File: src/rtl/race_timer_if.sv
// Signal bundle between the game-state controller (master) and race_timer (slave):
// race status levels in, timer overlay digits and flags out.
interface race_timer_if;
  logic        game_reset;
  logic        start_en;
  logic        pause;
  logic        crash_en;
  logic        finish_en;
  logic [15:0] time_bcd;
  logic [15:0] best_bcd;
  logic        running;
  logic        overflow;
  logic        new_best;

  modport master (
    output game_reset, start_en, pause, crash_en, finish_en,
    input  time_bcd, best_bcd, running, overflow, new_best
  );

  modport slave (
    input  game_reset, start_en, pause, crash_en, finish_en,
    output time_bcd, best_bcd, running, overflow, new_best
  );
endinterface

File: src/rtl/race_timer.sv
// Race elapsed-time / best-time keeper with packed BCD outputs (ss.cc).
// Define RACE_TIMER_BEST_EN to build the best-time register and new_best pulse.
//
// state   | meaning
// IDLE    | waiting for a start edge, time held at 0000
// RUN     | prescaler counting, time advancing
// PAUSED  | prescaler and time held
// CRASHED | time frozen, best never updated
// DONE    | time frozen, best updated on entry
module race_timer #(
  parameter int CLK_HZ  = 100_000_000,
  parameter int TICK_HZ = 100
) (
  input  logic         clk,
  input  logic         reset,
  race_timer_if.slave  bus
);
  localparam int DIV = CLK_HZ / TICK_HZ;
  localparam int PW  = (DIV > 1) ? $clog2(DIV) : 1;
  localparam logic [PW-1:0] TC = PW'(DIV - 1);

  typedef enum logic [2:0] {IDLE, RUN, PAUSED, CRASHED, DONE} state_t;

  state_t        state, next_state;
  logic          start_q, start_rise;
  logic [PW-1:0] pre;
  logic [15:0]   time_q;
  logic          ovf_q, run_q;
  logic          clear_run, advance, tick;

  function automatic logic [15:0] bcd_inc(input logic [15:0] v);
    logic [15:0] r;
    logic        carry;
    r     = v;
    carry = 1'b1;
    for (int i = 0; i < 4; i++) begin
      if (carry) begin
        if (r[4*i +: 4] == 4'd9) begin
          r[4*i +: 4] = 4'd0;
        end else begin
          r[4*i +: 4] = r[4*i +: 4] + 4'd1;
          carry       = 1'b0;
        end
      end
    end
    return r;
  endfunction

  assign start_rise = bus.start_en & ~start_q;

  always_comb begin
    next_state = state;
    clear_run  = 1'b0;
    advance    = 1'b0;
    case (state)
      IDLE: begin
        if (start_rise) begin
          next_state = RUN;
          clear_run  = 1'b1;
        end
      end
      RUN: begin
        if (bus.finish_en)     next_state = DONE;
        else if (bus.crash_en) next_state = CRASHED;
        else if (bus.pause)    next_state = PAUSED;
        else                   advance    = 1'b1;
      end
      PAUSED: begin
        if (bus.finish_en)     next_state = DONE;
        else if (bus.crash_en) next_state = CRASHED;
        else if (!bus.pause)   next_state = RUN;
      end
      CRASHED, DONE: begin
        if (start_rise) begin
          next_state = RUN;
          clear_run  = 1'b1;
        end
      end
      default: next_state = IDLE;
    endcase
    if (bus.game_reset) begin
      next_state = IDLE;
      clear_run  = 1'b1;
      advance    = 1'b0;
    end
  end

  // Only a non-exit RUN cycle advances, so a tick in an exit cycle is dropped.
  assign tick = advance && (pre == TC);

  always_ff @(posedge clk) begin
    if (reset) begin
      state   <= IDLE;
      start_q <= 1'b0;
      pre     <= '0;
      time_q  <= 16'h0000;
      ovf_q   <= 1'b0;
      run_q   <= 1'b0;
    end else begin
      state   <= next_state;
      start_q <= bus.start_en;
      run_q   <= (next_state == RUN);
      if (clear_run) begin
        pre    <= '0;
        time_q <= 16'h0000;
        ovf_q  <= 1'b0;
      end else if (advance) begin
        if (tick) begin
          pre <= '0;
          if (time_q == 16'h9999) ovf_q  <= 1'b1;
          else                    time_q <= bcd_inc(time_q);
        end else begin
          pre <= pre + PW'(1);
        end
      end
    end
  end

  assign bus.time_bcd = time_q;
  assign bus.running  = run_q;
  assign bus.overflow = ovf_q;

`ifdef RACE_TIMER_BEST_EN
  logic [15:0] best_q;
  logic        nb_q;
  logic        enter_done;

  // Packed BCD orders the same as binary, so a plain compare suffices.
  assign enter_done = ((state == RUN) || (state == PAUSED)) && (next_state == DONE);

  always_ff @(posedge clk) begin
    if (reset) begin
      best_q <= 16'h9999;
      nb_q   <= 1'b0;
    end else begin
      nb_q <= 1'b0;
      if (enter_done && (time_q < best_q)) begin
        best_q <= time_q;
        nb_q   <= 1'b1;
      end
    end
  end

  assign bus.best_bcd = best_q;
  assign bus.new_best = nb_q;
`else
  assign bus.best_bcd = 16'h9999;
  assign bus.new_best = 1'b0;
`endif
endmodule

File: src/flat_wrapper.sv
// flat-port wrapper written by rule: the top's interface ports become plain ports
module race_timer_flat 
#(
  parameter int CLK_HZ  = 100_000_000,
  parameter int TICK_HZ = 100
)
  (clk, reset, bus_game_reset, bus_start_en, bus_pause, bus_crash_en, bus_finish_en, bus_time_bcd, bus_best_bcd, bus_running, bus_overflow, bus_new_best);
  race_timer_if bus_i ();
  input  logic clk;
  input  logic reset;
  input wire logic [$bits(bus_i.game_reset)-1:0] bus_game_reset;
  input wire logic [$bits(bus_i.start_en)-1:0] bus_start_en;
  input wire logic [$bits(bus_i.pause)-1:0] bus_pause;
  input wire logic [$bits(bus_i.crash_en)-1:0] bus_crash_en;
  input wire logic [$bits(bus_i.finish_en)-1:0] bus_finish_en;
  output wire logic [$bits(bus_i.time_bcd)-1:0] bus_time_bcd;
  output wire logic [$bits(bus_i.best_bcd)-1:0] bus_best_bcd;
  output wire logic [$bits(bus_i.running)-1:0] bus_running;
  output wire logic [$bits(bus_i.overflow)-1:0] bus_overflow;
  output wire logic [$bits(bus_i.new_best)-1:0] bus_new_best;
  assign bus_i.game_reset = bus_game_reset;
  assign bus_i.start_en = bus_start_en;
  assign bus_i.pause = bus_pause;
  assign bus_i.crash_en = bus_crash_en;
  assign bus_i.finish_en = bus_finish_en;
  assign bus_time_bcd = bus_i.time_bcd;
  assign bus_best_bcd = bus_i.best_bcd;
  assign bus_running = bus_i.running;
  assign bus_overflow = bus_i.overflow;
  assign bus_new_best = bus_i.new_best;
  race_timer #(.CLK_HZ(CLK_HZ), .TICK_HZ(TICK_HZ)) u_core (.clk(clk), .reset(reset), .bus(bus_i));
endmodule
File: config.mk
export PLATFORM = sky130hd
export DESIGN_NAME = race_timer_flat
export DESIGN_NICKNAME = d
export VERILOG_FILES = /design/src/rtl/race_timer_if.sv /design/src/rtl/race_timer.sv /design/src/flat_wrapper.sv
export SDC_FILE = /design/constraint.sdc
export NUM_CORES = 1
export LEC_CHECK = 0
export BUFFER_PORTS_ARGS = -buffer_cell sky130_fd_sc_hd__buf_2
export CORE_ASPECT_RATIO = 2
export CORE_MARGIN = 3
export CORE_UTILIZATION = 55
export DETAILED_ROUTE_END_ITERATION = 12
export PLACE_DENSITY = 0.8
export SYNTH_ARGS = -nofsm -noshare
export SYNTH_HDL_FRONTEND = slang
export SYNTH_SLANG_ARGS = --single-unit
File: constraint.sdc
create_clock -name clk -period 2.37 [get_ports clk]
set_input_delay 0.3555 -clock clk [delete_from_list [all_inputs] [get_ports clk]]
set_output_delay 0.3555 -clock clk [all_outputs]
set_load 0.01 [all_outputs]
# After elaboration in Yosys (flattened, before gate mapping)
# Cells that the tools add are included.
# totals
ff_bits	42
latch_bits	0
ram_bits	0
romBits	0
in_bits	7
out_inout_bits	35
wordCells	79
mem_count	0
# op_classes
addsub	5
mul	0
div_mod_pow	0
order_cmp	0
eq_ne	11
n_shift	0
n_mux	42
bitwise_logic	3
n_reduce_logical	9
# ops
cell	n
1-bit 2-to-1 mux	28
3-bit 2-to-1 mux	8
20-bit by 1-bit adder with 20-bit output (second input constant)	1
20-bit == test (second input constant)	1
20-bit 2-to-1 mux	1
4-bit by 1-bit adder with 4-bit output (second input constant)	4
16-bit == test (second input constant)	1
4-bit == test (second input constant)	4
4-bit 2-to-1 mux	4
4-bit AND reduction	3
3-bit case mux with 3 select lines	1
3-bit by 1-bit == test with 1-bit output (second input constant)	2
3-bit by 2-bit == test with 1-bit output (second input constant)	2
3-bit AND reduction	2
3-bit == test (second input constant)	1
3-bit logical NOT	1
3-bit OR reduction	1
1-bit NOT	2
2-bit OR reduction	1
1-bit AND	1
1-bit logical AND	1

# Depth between registers and ports, before layout
# depth
depth_word	23
depth_mapped	9
ltp_nobuf	6

# Worst setup path before layout
# OpenSTA, ideal clock, no wires.
# synth_timing
path_type	reg2reg
from	register u_core.pre[0]
to	register u_core.time_q[7] (netlist: u_core.bus.time_bcd[7])
setup_time_ns	0.131
arrival_time_ns	1.923
required_time_ns	2.239
setup_slack_ns	0.316
path_stages_with_launch	10
n_path_buf	3
synth_period_minus_slack_ns	2.054
cell_sequence	dfxtp_1 ha_1 clkbuf_1 and2_1 nand4_1 or2_1 buf_6 buf_2 a2111oi_1 o22ai_1
# synth_between
elab_chain_cells	3
# synth_lines
item	line	source
start, declared	race_timer.sv:26	logic [PW-1:0] pre;
start signal, assigned	race_timer.sv:113	pre <= pre + PW'(1);
20-bit == test	race_timer.sv:89	assign tick = advance && (pre == TC);
1-bit logical AND	race_timer.sv:89	
4-bit AND reduction (no line)	n/a	
end signal, assigned	race_timer.sv:111	else time_q <= bcd_inc(time_q);
end, declared	race_timer.sv:27	logic [15:0] time_q;
# No other way between the ends.
# A chain may end at the register's enable or synchronous reset.

# Worst setup path after layout
# layout_timing
from	register u_core.state[0]
to	register u_core.time_q[10] (netlist: u_core.bus.time_bcd[10])
# layout_between
elab_chain_cells	5
word_cells_on_any_way	12
cone_classes	3 x eq/ne; 4 x mux; 5 x reduce/logical
# layout_lines
item	line	source
start, declared	race_timer.sv:24	state_t state, next_state;
start signal, assigned	race_timer.sv:100	state <= next_state;
3-bit by 2-bit == test with 1-bit output, or another cell as far along	race_timer.sv:55	case (state)
3-bit OR reduction (no line) or 1-bit 2-to-1 mux (tied branches)	n/a	
1-bit 2-to-1 mux (on tied branches)	n/a	
1-bit 2-to-1 mux or 1-bit logical AND (tied branches)	race_timer.sv:81, race_timer.sv:89	
2-bit OR reduction (no line) or 4-bit AND reduction (tied branches)	n/a	
# Parallel ways exist; a longest one is shown, timed or not.

==> metrics <==
outcome=completed; Worst Hold Slack=about 0.32 ns; Clock transition at path regs=0.08 ns; setup_tns=0 ns; adder-cell area share of the yosys netlist=0.00985; post-synthesis xor/xnor area fraction=0.0690; CTS Root Buffer Type=clkbuf_8; sequential fraction of the synthesis area=0.368; drt pass-1 iters=5; die area=0.00501 mm2; final WL=4870 um; FF+latch count, synth=42; area leader, netlist=dfxtp_1; Post-synth EDFFs=0; worst vdd ir=0.000518 V; fraction of the mapped netlist area in simple logic gates=0.345; antenna cell count=0; Via density=5.75; Synth top area share=0.368; reg2reg setup slack=0.19 ns; Synth Cell Area=approximately 0.0023 mm2; period utilization=0.921; Avg Inst Size Synth=8.34 um2; Worst-Skew Late Latency=about 0.29 ns; post-detail-place hpwl=3720 um; ranking of synthesized cells by area=dfxtp_1, buf_4, xor2_1, nor2_1, a21oi_1; fin crit period=2.18 ns; largest family of logic cells by synthesized area=simple AND/OR/NAND/NOR gates; final core utilization=0.630; CP Capture Type=flop; CTS Buffer Depth=2; CTS tree=done; clock sinks=42; Die Ht=97.2 um; H-tree levels=2; CTS buffer count=5; Avg WL per Cell=13.9 um; initial antenna violation count=0; Final Cell Area=~0.0025 mm2; vias after detailed routing=2017; final hold vios=0; initial DRC count=48; CP Launch Type=flop; RSZ-0062 raised after global routing=false; gp weighted congestion=roughly 0.87; share of layout cells above drive strength 1=0.133; Placed Area=0.00238 mm2; GRT Residual Overflow=0; Die X=51.6 um; postcts setup bufs=0; Post-synth top cells=dfxtp_1, nor2_1, nand2_1; gr usage total=0.211; first-pass GRT wire length=8450 um; share of flip-flops with an asynchronous set or reset=0; fill count=381; Synth cell types=49; dpl cells=343; PostCTS Resize Cnt=0; most frequent cell after synthesis=dfxtp_1; largest net degree at the start of global routing=20; Critical Path Fanout Max=18; fmax=~460 MHz; Post-layout nets=307; Pwr per Cell Area=approximately 500 mW/mm2; max_slew headroom=0.539; vias in the first global route=about 2000; Core Rows=32; Static Leak=0.000875 uW; residual DRC count=0; Synth Flop Type=dfxtp_1; WP data required=roughly 2.6 ns; Compound-Gate Fraction of Synth Area=0.105; IO buf count=24; critical path data arrival time=roughly 2.4 ns; post-synthesis mux area share=0.00438; CP Class=flop to flop; Layout area overhead=8.21%; Final setup viols=0; Top Ports=42; Worst Tran Pin Value=0.691 ns; hold buffer count at cts=0; Final ANT Viol Nets=0; clk_skew=0.0133 ns; MaxCap Viol Count=0; starting density of the core=0.583; cell count after synthesis=between 200 and 300; Synth Warn #=0; core region area=0.00392 mm2; fin cells=351; min-delay worst type=primary input to flop; pins over their slew limit=0
==> cell type report <==
| type | count | area, um2 | share of cell area |
|---|---|---|---|
| Timing Repair Buffer | 29 | 158 | 0.0637 |
| Multi-Input combinational cell | 211 | 1280 | 0.518 |
| Inverter | 10 | 37.5 | 0.0152 |
| Tap cell | 51 | 63.8 | 0.0258 |
| Clock inverter | 1 | 5.00 | 0.00202 |
| Sequential cell | 42 | 841 | 0.340 |
| Clock buffer | 7 | 86.3 | 0.0349 |
==> report_power, final <==
group,internal (uW),total (uW),switching [uW]
registers,708,710,2.79
logic,14.8,54.2,39.4
clock network,235,471,236
total,958,1240,278
==> worst max-delay path, stage by stage, from the launching register on <==
cell	delay [ns]
dfxtp_1	0.49
nor3b_2	0.36
nand4_1	0.15
or2_1	0.44
or4_1	0.53
a21oi_1	0.15
==> registers in the layout, summed over array words and instances (netlist names) <==
signal and flops:
u_core.bus.time_bcd 16, u_core.bus.running 1, u_core.pre 20, u_core.bus.overflow 1, u_core.state 3, u_core.start_q 1
==> path summary, 6_finish.rpt <==
check | startpoint | endpoint | cells after the start
worst min-delay path | reset | u_core.state[1]$_SDFF_PP0_ | 2
worst min register to register | u_core.bus.overflow$_SDFFE_PP0P_ | u_core.bus.overflow$_SDFFE_PP0P_ | 2
worst max-delay path | u_core.state[0]$_SDFF_PP0_ | u_core.bus.time_bcd[10]$_SDFFE_PP0P_ | 5
worst max register to register | u_core.state[0]$_SDFF_PP0_ | u_core.bus.time_bcd[10]$_SDFFE_PP0P_ | 5
==> metrics by stage <==
stage          power (uW)  setup WS, ns
2_1_floorplan         784         0.316
3_3_place_gp          780         0.221
3_5_place_dp          781         0.170
4_1_cts              1250         0.192
5_1_grt              1280       0.00265
6_report             1240         0.188
==> layer usage <==
metal  vias to the layer above  wire [um]  GRT usage
li1                       1000          -          -
met2                        58       2730      0.389
met4                         0        136     0.0990
met5                         -          0          0
met1                       945       1810      0.220
met3                        14        190     0.0323
==> cell families (layout without fill, tap and decap cells) <==
logic type	Yosys count	count (layout)
compound gates	40	40
xor+xnor	18	18
fa+ha+maj	2	2
buf+inv	36	47
flops	42	42
mux	1	1
other cells	2	17
simple gates	133	133
==> layout by cell type (no fill, tap or decap), types with 2 or more instances in the layout <==
master | Yosys | layout
a211oi_1 | 2 | 2
a21oi_1 | 17 | 17
a31oi_1 | 2 | 2
and2_1 | 5 | 5
and3_1 | 5 | 5
and4_1 | 6 | 6
buf_2 | 4 | 24
buf_4 | 17 | 5
clkbuf_8 | 0 | 6
conb_1 | 2 | 17
dfxtp_1 | 42 | 42
inv_1 | 10 | 10
nand2_1 | 18 | 18
nand3_1 | 13 | 13
nand4_1 | 11 | 11
nor2_1 | 25 | 25
nor2b_1 | 7 | 7
nor3_1 | 7 | 7
nor3b_1 | 2 | 2
nor4_1 | 3 | 3
nor4b_1 | 3 | 3
nor4bb_1 | 4 | 4
o21ai_0 | 9 | 9
o31ai_1 | 3 | 3
or3_1 | 11 | 11
or4_1 | 3 | 3
xnor2_1 | 4 | 4
xor2_1 | 14 | 14
(Power assumes the default switching activity.)
